<file path="src/rtl/symbol_draw_scheduler_pkg.sv">
// Shared definitions for the symbol draw scheduler.
//   X_W / Y_W / SYM_W : widths of the symbol origin and symbol id fields
//   CNT_W             : width of the DRAW cycle counter
//   TIMEOUT_DEF       : default DRAW cycle limit before an abort
//   state_t           : scheduler FSM states
package symbol_draw_scheduler_pkg;

  localparam int X_W         = 8;
  localparam int Y_W         = 7;
  localparam int SYM_W       = 2;
  localparam int CNT_W       = 6;
  localparam int TIMEOUT_DEF = 63;

  typedef enum logic [1:0] {
    ST_IDLE = 2'd0,
    ST_LOAD = 2'd1,
    ST_DRAW = 2'd2,
    ST_DONE = 2'd3
  } state_t;

endpackage

</file>
<file path="src/rtl/symbol_draw_scheduler_rr_arbiter.sv">
// Combinational round-robin arbiter.
//   req   : request vector
//   ptr   : index with highest priority; search runs upward from it and wraps
//   grant : one-hot grant (all zero when no request)
//   idx   : index of the granted requester
//   valid : at least one request present
module rr_arbiter #(
  parameter int NREQ  = 4,
  parameter int IDX_W = 2
) (
  input  logic [NREQ-1:0]  req,
  input  logic [IDX_W-1:0] ptr,
  output logic [NREQ-1:0]  grant,
  output logic [IDX_W-1:0] idx,
  output logic             valid
);

  always_comb begin
    int j;
    logic [IDX_W-1:0] cand;
    grant = '0;
    idx   = '0;
    valid = 1'b0;
    j     = 0;
    cand  = '0;
    for (int k = 0; k < NREQ; k++) begin
      // Candidate index ptr+k, wrapped into 0..NREQ-1 without a modulo.
      j = int'(ptr) + k;
      if (j >= NREQ) j = j - NREQ;
      cand = IDX_W'(j);
      if (!valid && req[cand]) begin
        valid       = 1'b1;
        grant[cand] = 1'b1;
        idx         = cand;
      end
    end
  end

endmodule

</file>
<file path="src/rtl/symbol_draw_scheduler.sv">
// Symbol draw scheduler: arbitrates NREQ symbol draw requests round-robin and
// sequences a pixel drawer through LOAD (counter clear), DRAW and DONE.
//   clk, reset          : clock, asynchronous active-high reset
//   req                 : per-requester level request, held until ack
//   req_x/req_y/req_sym : packed per-requester origin and symbol id
//   draw_next           : drawer end-of-symbol pulse, sampled only in DRAW
//   draw_go, plot       : drawer counter enable / VGA write enable (DRAW only)
//   draw_x/y/sym        : latched origin and symbol for the active draw
//   ack, err            : one-cycle completion pulse (one-hot) and timeout flag
//   busy                : high outside IDLE
//   dbg_state           : current FSM state
// Handshake: a requester raises req[i] and holds it; the scheduler answers with
// a single-cycle ack[i] once the draw is finished (or aborted by timeout, in
// which case err pulses in the same cycle). Dropping req[i] after the grant
// does not cancel the draw.
module symbol_draw_scheduler
  import symbol_draw_scheduler_pkg::*;
#(
  parameter int NREQ    = 4,
  parameter int TIMEOUT = TIMEOUT_DEF
) (
  input  logic                  clk,
  input  logic                  reset,
  input  logic [NREQ-1:0]       req,
  input  logic [X_W*NREQ-1:0]   req_x,
  input  logic [Y_W*NREQ-1:0]   req_y,
  input  logic [SYM_W*NREQ-1:0] req_sym,
  input  logic                  draw_next,
  output logic                  draw_go,
  output logic [X_W-1:0]        draw_x,
  output logic [Y_W-1:0]        draw_y,
  output logic [SYM_W-1:0]      draw_sym,
  output logic                  plot,
  output logic [NREQ-1:0]       ack,
  output logic                  busy,
  output logic                  err,
  output state_t                dbg_state
);

  localparam int IDX_W = (NREQ > 1) ? $clog2(NREQ) : 1;

  state_t           state;
  logic [IDX_W-1:0] ptr;
  logic [IDX_W-1:0] gidx;
  logic [NREQ-1:0]  gnt;
  logic [CNT_W-1:0] cnt;

  logic [NREQ-1:0]  arb_grant;
  logic [IDX_W-1:0] arb_idx;
  logic             arb_valid;

  logic [X_W-1:0]   sel_x;
  logic [Y_W-1:0]   sel_y;
  logic [SYM_W-1:0] sel_sym;

  rr_arbiter #(
    .NREQ  (NREQ),
    .IDX_W (IDX_W)
  ) u_arb (
    .req   (req),
    .ptr   (ptr),
    .grant (arb_grant),
    .idx   (arb_idx),
    .valid (arb_valid)
  );

  // Pick the winner's fields out of the packed request buses.
  always_comb begin
    sel_x   = '0;
    sel_y   = '0;
    sel_sym = '0;
    for (int i = 0; i < NREQ; i++) begin
      if (arb_idx == IDX_W'(i)) begin
        sel_x   = req_x[i*X_W +: X_W];
        sel_y   = req_y[i*Y_W +: Y_W];
        sel_sym = req_sym[i*SYM_W +: SYM_W];
      end
    end
  end

  assign dbg_state = state;

  always_ff @(posedge clk or posedge reset) begin
    if (reset) begin
      state    <= ST_IDLE;
      ptr      <= '0;
      gidx     <= '0;
      gnt      <= '0;
      cnt      <= '0;
      draw_go  <= 1'b0;
      plot     <= 1'b0;
      ack      <= '0;
      err      <= 1'b0;
      busy     <= 1'b0;
      draw_x   <= '0;
      draw_y   <= '0;
      draw_sym <= '0;
    end else begin
      // ack and err are single-cycle pulses; only the DRAW exit raises them.
      ack <= '0;
      err <= 1'b0;
      case (state)
        ST_IDLE: begin
          if (arb_valid) begin
            gidx     <= arb_idx;
            gnt      <= arb_grant;
            draw_x   <= sel_x;
            draw_y   <= sel_y;
            draw_sym <= sel_sym;
            busy     <= 1'b1;
            state    <= ST_LOAD;
          end
        end
        ST_LOAD: begin
          // One cycle with draw_go low clears the drawer's counter.
          cnt     <= '0;
          draw_go <= 1'b1;
          plot    <= 1'b1;
          state   <= ST_DRAW;
        end
        ST_DRAW: begin
          // draw_next wins over the timeout when both land on the same cycle.
          if (draw_next || (cnt == CNT_W'(TIMEOUT))) begin
            draw_go <= 1'b0;
            plot    <= 1'b0;
            ack     <= gnt;
            err     <= !draw_next;
            state   <= ST_DONE;
          end else begin
            cnt <= cnt + 1'b1;
          end
        end
        ST_DONE: begin
          ptr   <= (gidx == IDX_W'(NREQ-1)) ? '0 : gidx + 1'b1;
          busy  <= 1'b0;
          state <= ST_IDLE;
        end
        default: state <= ST_IDLE;
      endcase
    end
  end

endmodule

</file>
<file path="config.mk">
export PLATFORM = sky130hd
export DESIGN_NAME = symbol_draw_scheduler
export DESIGN_NICKNAME = d
export VERILOG_FILES = /design/src/rtl/symbol_draw_scheduler_pkg.sv /design/src/rtl/symbol_draw_scheduler_rr_arbiter.sv /design/src/rtl/symbol_draw_scheduler.sv
export SDC_FILE = /design/constraint.sdc
export NUM_CORES = 1
export LEC_CHECK = 0
export ABC_AREA = 0
export BUFFER_PORTS_ARGS = -buffer_cell sky130_fd_sc_hd__buf_2
export CORE_MARGIN = 4
export CORE_UTILIZATION = 49
export CTS_CLUSTER_SIZE = 20
export DETAILED_ROUTE_END_ITERATION = 6
export PLACE_DENSITY = 0.89
export SETUP_SLACK_MARGIN = 0.1
export SLEW_MARGIN = 20
export SYNTH_ARGS = -nofsm -noshare
export SYNTH_HDL_FRONTEND = slang
export SYNTH_HIERARCHICAL = 1
export SYNTH_SLANG_ARGS = --single-unit
</file>
<file path="constraint.sdc">
create_clock -name clk -period 3.2 [get_ports clk]
set_input_delay 0.32 -clock clk [delete_from_list [all_inputs] [get_ports clk]]
set_output_delay 0.32 -clock clk [all_outputs]
set_load 0.01 [all_outputs]
</file>
**Word level (Yosys, flattened, before mapping)**

Index checks and enable logic that the tools add are counted.

- Register bits after elaboration: 40
- Input port bits: 75
- Output and inout bits: 27
- Word-level logic and storage cells: 126

- Add/sub/neg operators: 9
- Magnitude comparators: 12
- Eq/ne operators: 11
- Muxes and demuxes: 58
- Bitwise logic cells: 3
- Reduce and logical (&&, ||, !) cells: 21

Operators by type and width:

| kind | number |
|---|---|
| two-way mux 8 bit | 4 |
| two-way mux 2 bit | 15 |
| two-way mux 7 bit | 4 |
| two-way mux 4 bit | 6 |
| two-way mux 1 bit | 16 |
| less-than comparator 2 x 3 -> 1 bit (second input constant) | 4 |
| bitwise OR 4 bit | 3 |
| case mux 6 bit (2 select lines) | 1 |
| == test 2 bit (second input constant) | 5 |
| AND reduction 2 bit | 5 |
| >= comparator 3 bit (second input constant) | 3 |
| binary-select mux 1 bit (select 2 bit) | 4 |
| demux 1 bit (select 2 bit) | 4 |
| >= comparator 2 x 1 -> 1 bit (second input constant) | 4 |
| case mux 2 bit (4 select lines) | 1 |
| subtractor 2 x 1 -> 2 bit (second input constant) | 4 |
| logical AND 1 bit | 7 |
| adder 2 x 2 -> 3 bit (second input constant) | 2 |
| adder 6 x 1 -> 6 bit (second input constant) | 1 |
| == test 6 bit (second input constant) | 1 |
| two-way mux 6 bit | 1 |
| inequality test 2 bit (second input constant) | 3 |
| == test 2 x 1 -> 1 bit (second input constant) | 2 |
| logical NOT 1 bit | 4 |
| other kinds (7) | 10 |

**Logic depth before layout (Yosys ltp)**

- Depth in word-level cells: 19
- Gate-level depth with buffers: 12
- Gate-level depth less buffers: 8

**Modules after synthesis**

Netlist, hierarchy kept.

Modules (own cells, without submodules):

| module | times used | cells each | area each (sq um) | sequential area each (sq um) |
|---|---|---|---|---|
| symbol_draw_scheduler | 1 | 191 | 2187.1 | 1001.0 |
| rr_arbiter | 1 | 45 | 421.7 | 0.0 |

**Least setup slack after synthesis**

Ideal clock, no wire load.

- Kind: reg2reg
- From: reg ptr[0]
- To: reg draw_x[0]
- Setup time: 0.132 ns
- Arrival: 2.606 ns
- Data required time: 3.068 ns
- Slack: 0.462 ns
- Stages on the path, launching flop included: 13
- Path buffers: 4
- Clock period less this slack: 2.738 ns
- Path through: dfrtp_1 > buf_6 > inv_1 > ha_1 > mux4_2 > buf_6 > and2b_2 > o21ai_0 > o31ai_1 > buf_2 > buf_2 > mux2i_1 > o221ai_2

- Word-level cells in the longest chain between the ends: 19

RTL lines:

| element | line | text |
|---|---|---|
| start: declaration | symbol_draw_scheduler.sv:43 | `logic [IDX_W-1:0] ptr;` |
| start signal: assignment | symbol_draw_scheduler.sv:134 | `ptr <= (gidx == IDX_W'(NREQ-1)) ? '0 : gidx + 1'b1;` |
| branches (longest 13 deep; another with adder 2 x 1 -> 3 bit) | -- |  |
| two-way mux 2 bit (*) | symbol_draw_scheduler_rr_arbiter.sv:31 | `if (!valid && req[cand]) begin` |
| via arb_idx[0] | symbol_draw_scheduler.sv:49 | `logic [IDX_W-1:0] arb_idx;` |
| logical NOT 2 bit | symbol_draw_scheduler.sv:73 | `if (arb_idx == IDX_W'(i)) begin` |
| two-way mux 8 bit (3 in a row) | symbol_draw_scheduler.sv:73 |  |
| two-way mux 8 bit (*) | symbol_draw_scheduler.sv:73 |  |
| end signal: assignment | symbol_draw_scheduler.sv:107 | `draw_x <= sel_x;` |
| end: declaration | symbol_draw_scheduler.sv:30 | `output logic [X_W-1:0] draw_x,` |

Mark *: on every way through the listed nets, which the timed path passes. The select of a mux whose other input is x is not followed.
A chain may end at the register's enable or synchronous reset.

**Worst setup path after layout**

- From: reg ptr[1]
- To: reg draw_y[2]

- Word-level cells in the longest chain between the ends: 19

RTL lines:

| element | line | text |
|---|---|---|
| branches (longest 13 deep; another with adder 2 x 1 -> 3 bit) | -- |  |
| two-way mux 2 bit (*) | symbol_draw_scheduler_rr_arbiter.sv:31 |  |
| via arb_idx[1] | symbol_draw_scheduler.sv:49 |  |
| logical NOT 2 bit | symbol_draw_scheduler.sv:73 |  |
| two-way mux 7 bit (3 in a row) | symbol_draw_scheduler.sv:73 |  |
| two-way mux 7 bit (*) | symbol_draw_scheduler.sv:73 |  |
| end signal: assignment | symbol_draw_scheduler.sv:108 | `draw_y <= sel_y;` |
| end: declaration | symbol_draw_scheduler.sv:31 | `output logic [Y_W-1:0] draw_y,` |

Marked as above.

==> metrics.txt <==
# TYPE chip_impl_metric gauge
chip_impl_metric{name="route.detailed.wl_per_inst",unit="um"} 16.8
chip_impl_metric{name="first_global_vias",unit=""} 2257
chip_impl_metric{name="max_cap_viol_count",unit=""} 0
chip_impl_info{name="status",value="completed"} 1
chip_impl_metric{name="place_ws",unit="ns"} -0.0246
chip_impl_info{name="worst_setup_path_start_kind",value="flop"} 1
chip_impl_metric{name="start_util",unit="%"} 50.8
chip_impl_metric{name="route.detailed.drc",unit=""} 0
chip_impl_metric{name="grtUsageMet3",unit="%"} 4.66
chip_impl_info{name="clock-root-buffer",value="sky130_fd_sc_hd__clkbuf_8"} 1
chip_impl_metric{name="detailroute.via_count",unit=""} 2366
chip_impl_metric{name="number_of_enable_type_register_cells_in_the_synthesized_netlist",unit=""} 0
chip_impl_info{name="setup.worst_path.class",value="reg -> reg"} 1
chip_impl_info{name="grt_busiest_layer",value="met2"} 1
chip_impl_info{name="cp_cell_sequence",value="inv_1 > ha_1 > mux4_2 > buf_4 > nor4b_4 > nor2_1 > a32o_1 > or2_4 > o221ai_1"} 1
chip_impl_metric{name="ys_seq_area_share",unit="%"} 38.4
chip_impl_metric{name="warnings_from_yosys",unit=""} 6
chip_impl_metric{name="critical_path.max_fanout",unit=""} 17
chip_impl_metric{name="hold_buffers",unit=""} 0
chip_impl_metric{name="fin_worst_hold_slack",unit="ns"} 0.129
chip_impl_metric{name="p_per_cell_area",unit="nW/um2"} 1070
chip_impl_info{name="most_repeated_cell_in_the_gate_level_netlist_after_synthesis",value="sky130_fd_sc_hd__dfrtp_1"} 1
chip_impl_metric{name="syn_avg_cell_area",unit="um2"} 11.1
chip_impl_metric{name="grt_pass1_wl",unit="mm"} 10.2
chip_impl_info{name="tritoncts",value="done"} 1
chip_impl_metric{name="die_x",unit="um"} 81.0
chip_impl_metric{name="layout_cells_sized_above_1",unit="%"} 41.2
chip_impl_metric{name="antenna_found_initial",unit=""} 0
chip_impl_metric{name="std_cell_rows",unit=""} 26
chip_impl_info{name="synth.top_cells.by_area",value="sky130_fd_sc_hd__dfrtp_1, sky130_fd_sc_hd__mux2i_1, sky130_fd_sc_hd__o221ai_2"} 1
chip_impl_metric{name="synthesis.instances",unit=""} 236
chip_impl_metric{name="critPathMaxStageDelay",unit="ns"} 0.46
chip_impl_metric{name="slew-limit-headroom",unit="%"} 51.1
chip_impl_metric{name="route.antenna.remaining_nets",unit=""} 0
chip_impl_metric{name="drt_pre_antenna_iters",unit=""} 4
chip_impl_metric{name="layout.cells.non_filler",unit=""} 412
chip_impl_metric{name="layout.nets",unit=""} 427
chip_impl_metric{name="grt.total_usage",unit="%"} 20.2
chip_impl_metric{name="synth_async_sr_flop_share",unit="%"} 100
chip_impl_info{name="synth_largest_area_cell",value="sky130_fd_sc_hd__dfrtp_1"} 1
chip_impl_metric{name="gp_congestion",unit=""} 0.832
chip_impl_info{name="hp-class",value="in -> async"} 1
chip_impl_metric{name="num-fill-cells",unit=""} 404
chip_impl_metric{name="area_delta_synth_final",unit="%"} 28.2
chip_impl_metric{name="tritoncts.num_buffers",unit=""} 5
chip_impl_metric{name="multi_input_comb_area",unit="um2"} 1500
chip_impl_metric{name="post-route-worst-setup-slack",unit="ns"} 0.291
chip_impl_metric{name="die_h",unit="um"} 81.0
chip_impl_metric{name="clkTransAtPathRegs",unit="ns"} 0.08
chip_impl_metric{name="irDropWorstVdd",unit="uV"} 687
chip_impl_metric{name="clock_sink_count",unit=""} 40
chip_impl_metric{name="worst-path-stages",unit=""} 9
chip_impl_metric{name="placeableCoreArea",unit="um2"} 5140
chip_impl_metric{name="critical_path.n_buffers_inverters",unit=""} 2
chip_impl_info{name="capturing_instance_or_port_of_the_critical_path",value="draw_y[2]"} 1
chip_impl_metric{name="n_antenna_cell",unit=""} 0
chip_impl_metric{name="grt_start_max_net_pins",unit=""} 24
chip_impl_metric{name="post_synthesis_net_count",unit=""} 322
chip_impl_metric{name="power.leakage",unit="nW"} 1.67
chip_impl_metric{name="timing_max_transition_violations_final",unit=""} 0
chip_impl_metric{name="port_buffers",unit=""} 101
chip_impl_info{name="worstReg2RegStart",value="ptr[1]"} 1
chip_impl_metric{name="worst_path_arrival_time",unit="ns"} 3.12
chip_impl_info{name="endpoint_of_the_worst_slack_reg_to_reg_timing_path",value="draw_y[2]"} 1
chip_impl_metric{name="final.min_clock_period",unit="ns"} 2.91
chip_impl_metric{name="dpl.cell_count",unit=""} 401
chip_impl_metric{name="grt_util_met2",unit="%"} 34.5
chip_impl_metric{name="seq_area",unit="um2"} 1000
chip_impl_info{name="setup_repair_after_global_routing_missed_its_margin",value="false"} 1
chip_impl_metric{name="setup_violation_total_in_the_final_timing_report",unit=""} 0
chip_impl_metric{name="synth.ff_latch_count",unit=""} 40
chip_impl_metric{name="detailedRoute.firstIterationViolations",unit=""} 134
chip_impl_metric{name="tightest_slew",unit="ns"} 0.732
chip_impl_metric{name="final-hold-violation-count",unit=""} 0
chip_impl_metric{name="grt.overflow.total",unit=""} 0
chip_impl_metric{name="reg2reg_setup_slack",unit="ns"} 0.29
chip_impl_info{name="critical_path.slowest_cell",value="sky130_fd_sc_hd__dfrtp_2"} 1
chip_impl_info{name="critPathLaunch",value="ptr[1]"} 1
chip_impl_metric{name="overall_die_area",unit="um2"} 6560
chip_impl_info{name="critical_path.top_delay_family",value="simple AND/OR/NAND/NOR gates"} 1
chip_impl_metric{name="insertion_delay",unit="ns"} 0.30
chip_impl_metric{name="post_synth_num_cell_types",unit=""} 45
chip_impl_metric{name="finClkSkew",unit="ns"} 0.00858
chip_impl_metric{name="r2r.worst_path.cells",unit=""} 9
chip_impl_metric{name="post_dr_vias_cell",unit=""} 5.74
chip_impl_info{name="dominantRegCellSynth",value="sky130_fd_sc_hd__dfrtp_1"} 1
chip_impl_metric{name="grt_use_met1",unit="%"} 24.5
chip_impl_metric{name="finalPower",unit="mW"} 3.59
chip_impl_metric{name="wirelength",unit="mm"} 6.94
chip_impl_metric{name="cell_area_after_technology_mapping",unit="um2"} 2610
chip_impl_metric{name="dp_hpwl",unit="mm"} 5.26
chip_impl_metric{name="top_level_ports",unit=""} 102
chip_impl_metric{name="period_utilization",unit="%"} 90.9
chip_impl_metric{name="ctsHtreeMaxLevel",unit=""} 2
chip_impl_metric{name="cts_buffer_depth",unit=""} 2
chip_impl_info{name="netlist_top_cells_count",value="sky130_fd_sc_hd__dfrtp_1, sky130_fd_sc_hd__mux2i_1, sky130_fd_sc_hd__nand2_1"} 1
chip_impl_metric{name="fmax",unit="GHz"} 0.344
chip_impl_info{name="worst_setup_path_end_kind",value="flop"} 1
chip_impl_metric{name="timing.critical_path.required",unit="ns"} 3.42
chip_impl_metric{name="synth_top_area_share",unit="%"} 38.4
-- how the worst min path moves through the flow --
stage / to / slack, ns / cells past startpoint
global placement: draw_y[0] / 0.46 / 2
floorplan: gidx[1] / 0.45 / 2
detailed placement: draw_sym[0] / 0.47 / 2
CTS: draw_sym[0] / 0.15 / 2
finish: draw_sym[0] / 0.13 / 2
global route: draw_sym[0] / 0.18 / 2
-- metal layers --
metal  wire [um]  up-vias
li1            -     1102
met1        2780     1156
met2        3540       87
met3         402       21
met4         225        0
met5           0        -
-- sequential cells by signal, indices dropped and copies added (netlist names), 2 cells and up --
| register | cells |
|---|---|
| cnt | 6 |
| draw_y | 7 |
| dbg_state | 2 |
| ptr | 2 |
| draw_sym | 2 |
| gidx | 2 |
| ack | 4 |
| gnt | 4 |
| draw_x | 8 |
-- kinds of logic after synthesis --
group,after synthesis,synth area share (%)
compound gates,54,17.9
fa+ha+maj,11,5.28
flops,40,38.4
xor+xnor,1,0.336
simple gates,60,12.1
buf+inv,22,4.99
mux,48,21.0
-- layout by cell type (no fill, tap or decap), drive strengths merged, types with 3 or more instances in the layout --
cell type,synthesis,final
a22oi,8,8
and3,5,5
buf,12,112
clkbuf,2,6
dfrtp,40,40
ha,11,11
inv,8,8
mux2,8,8
mux2i,36,36
mux4,4,4
nand2,26,26
nand2b,4,4
nor2,8,8
nor2b,3,3
nor3,4,4
o211ai,3,3
o21ai,10,10
o221ai,18,18
-- repair_timing --
| action | 4_1_cts | 5_1_grt |
|---|---|---|
| setup buffers | 3 | 0 |
| setup endpoints to repair | 17 | 17 |
| resized for setup | 2 | 2 |
| pin swaps | 1 | 0 |
-- through the flow --
stage | utilization, % | TNS (ns) | cell area [um2]
after floorplan | - | 0 | 2610
after global placement | 62.0 | 0 | 3190
after detailed placement | 62.0 | -0.0480 | 3190
after CTS | 64.8 | 0 | 3330
after global routing | 65.0 | 0 | 3340
final | 65.0 | 0 | 3340
-- cell type report --
| class | count | area share (%) |
|---|---|---|
| Clock inverter | 2 | 1.16 |
| Inverter | 8 | 0.898 |
| Tap cell | 70 | 2.62 |
| Timing Repair Buffer | 112 | 18.0 |
| Multi-Input combinational cell | 174 | 44.9 |
| Sequential cell | 40 | 30.0 |
| Clock buffer | 6 | 2.47 |
-- power breakdown --
| part | internal (mW) | switching [mW] | total (mW) |
|---|---|---|---|
| sequential | 0.717 | 0.144 | 0.861 |
| clock | 0.255 | 0.187 | 0.442 |
| combinational | 1.06 | 1.23 | 2.29 |
Note: power is estimated with default switching activity, not from simulation.
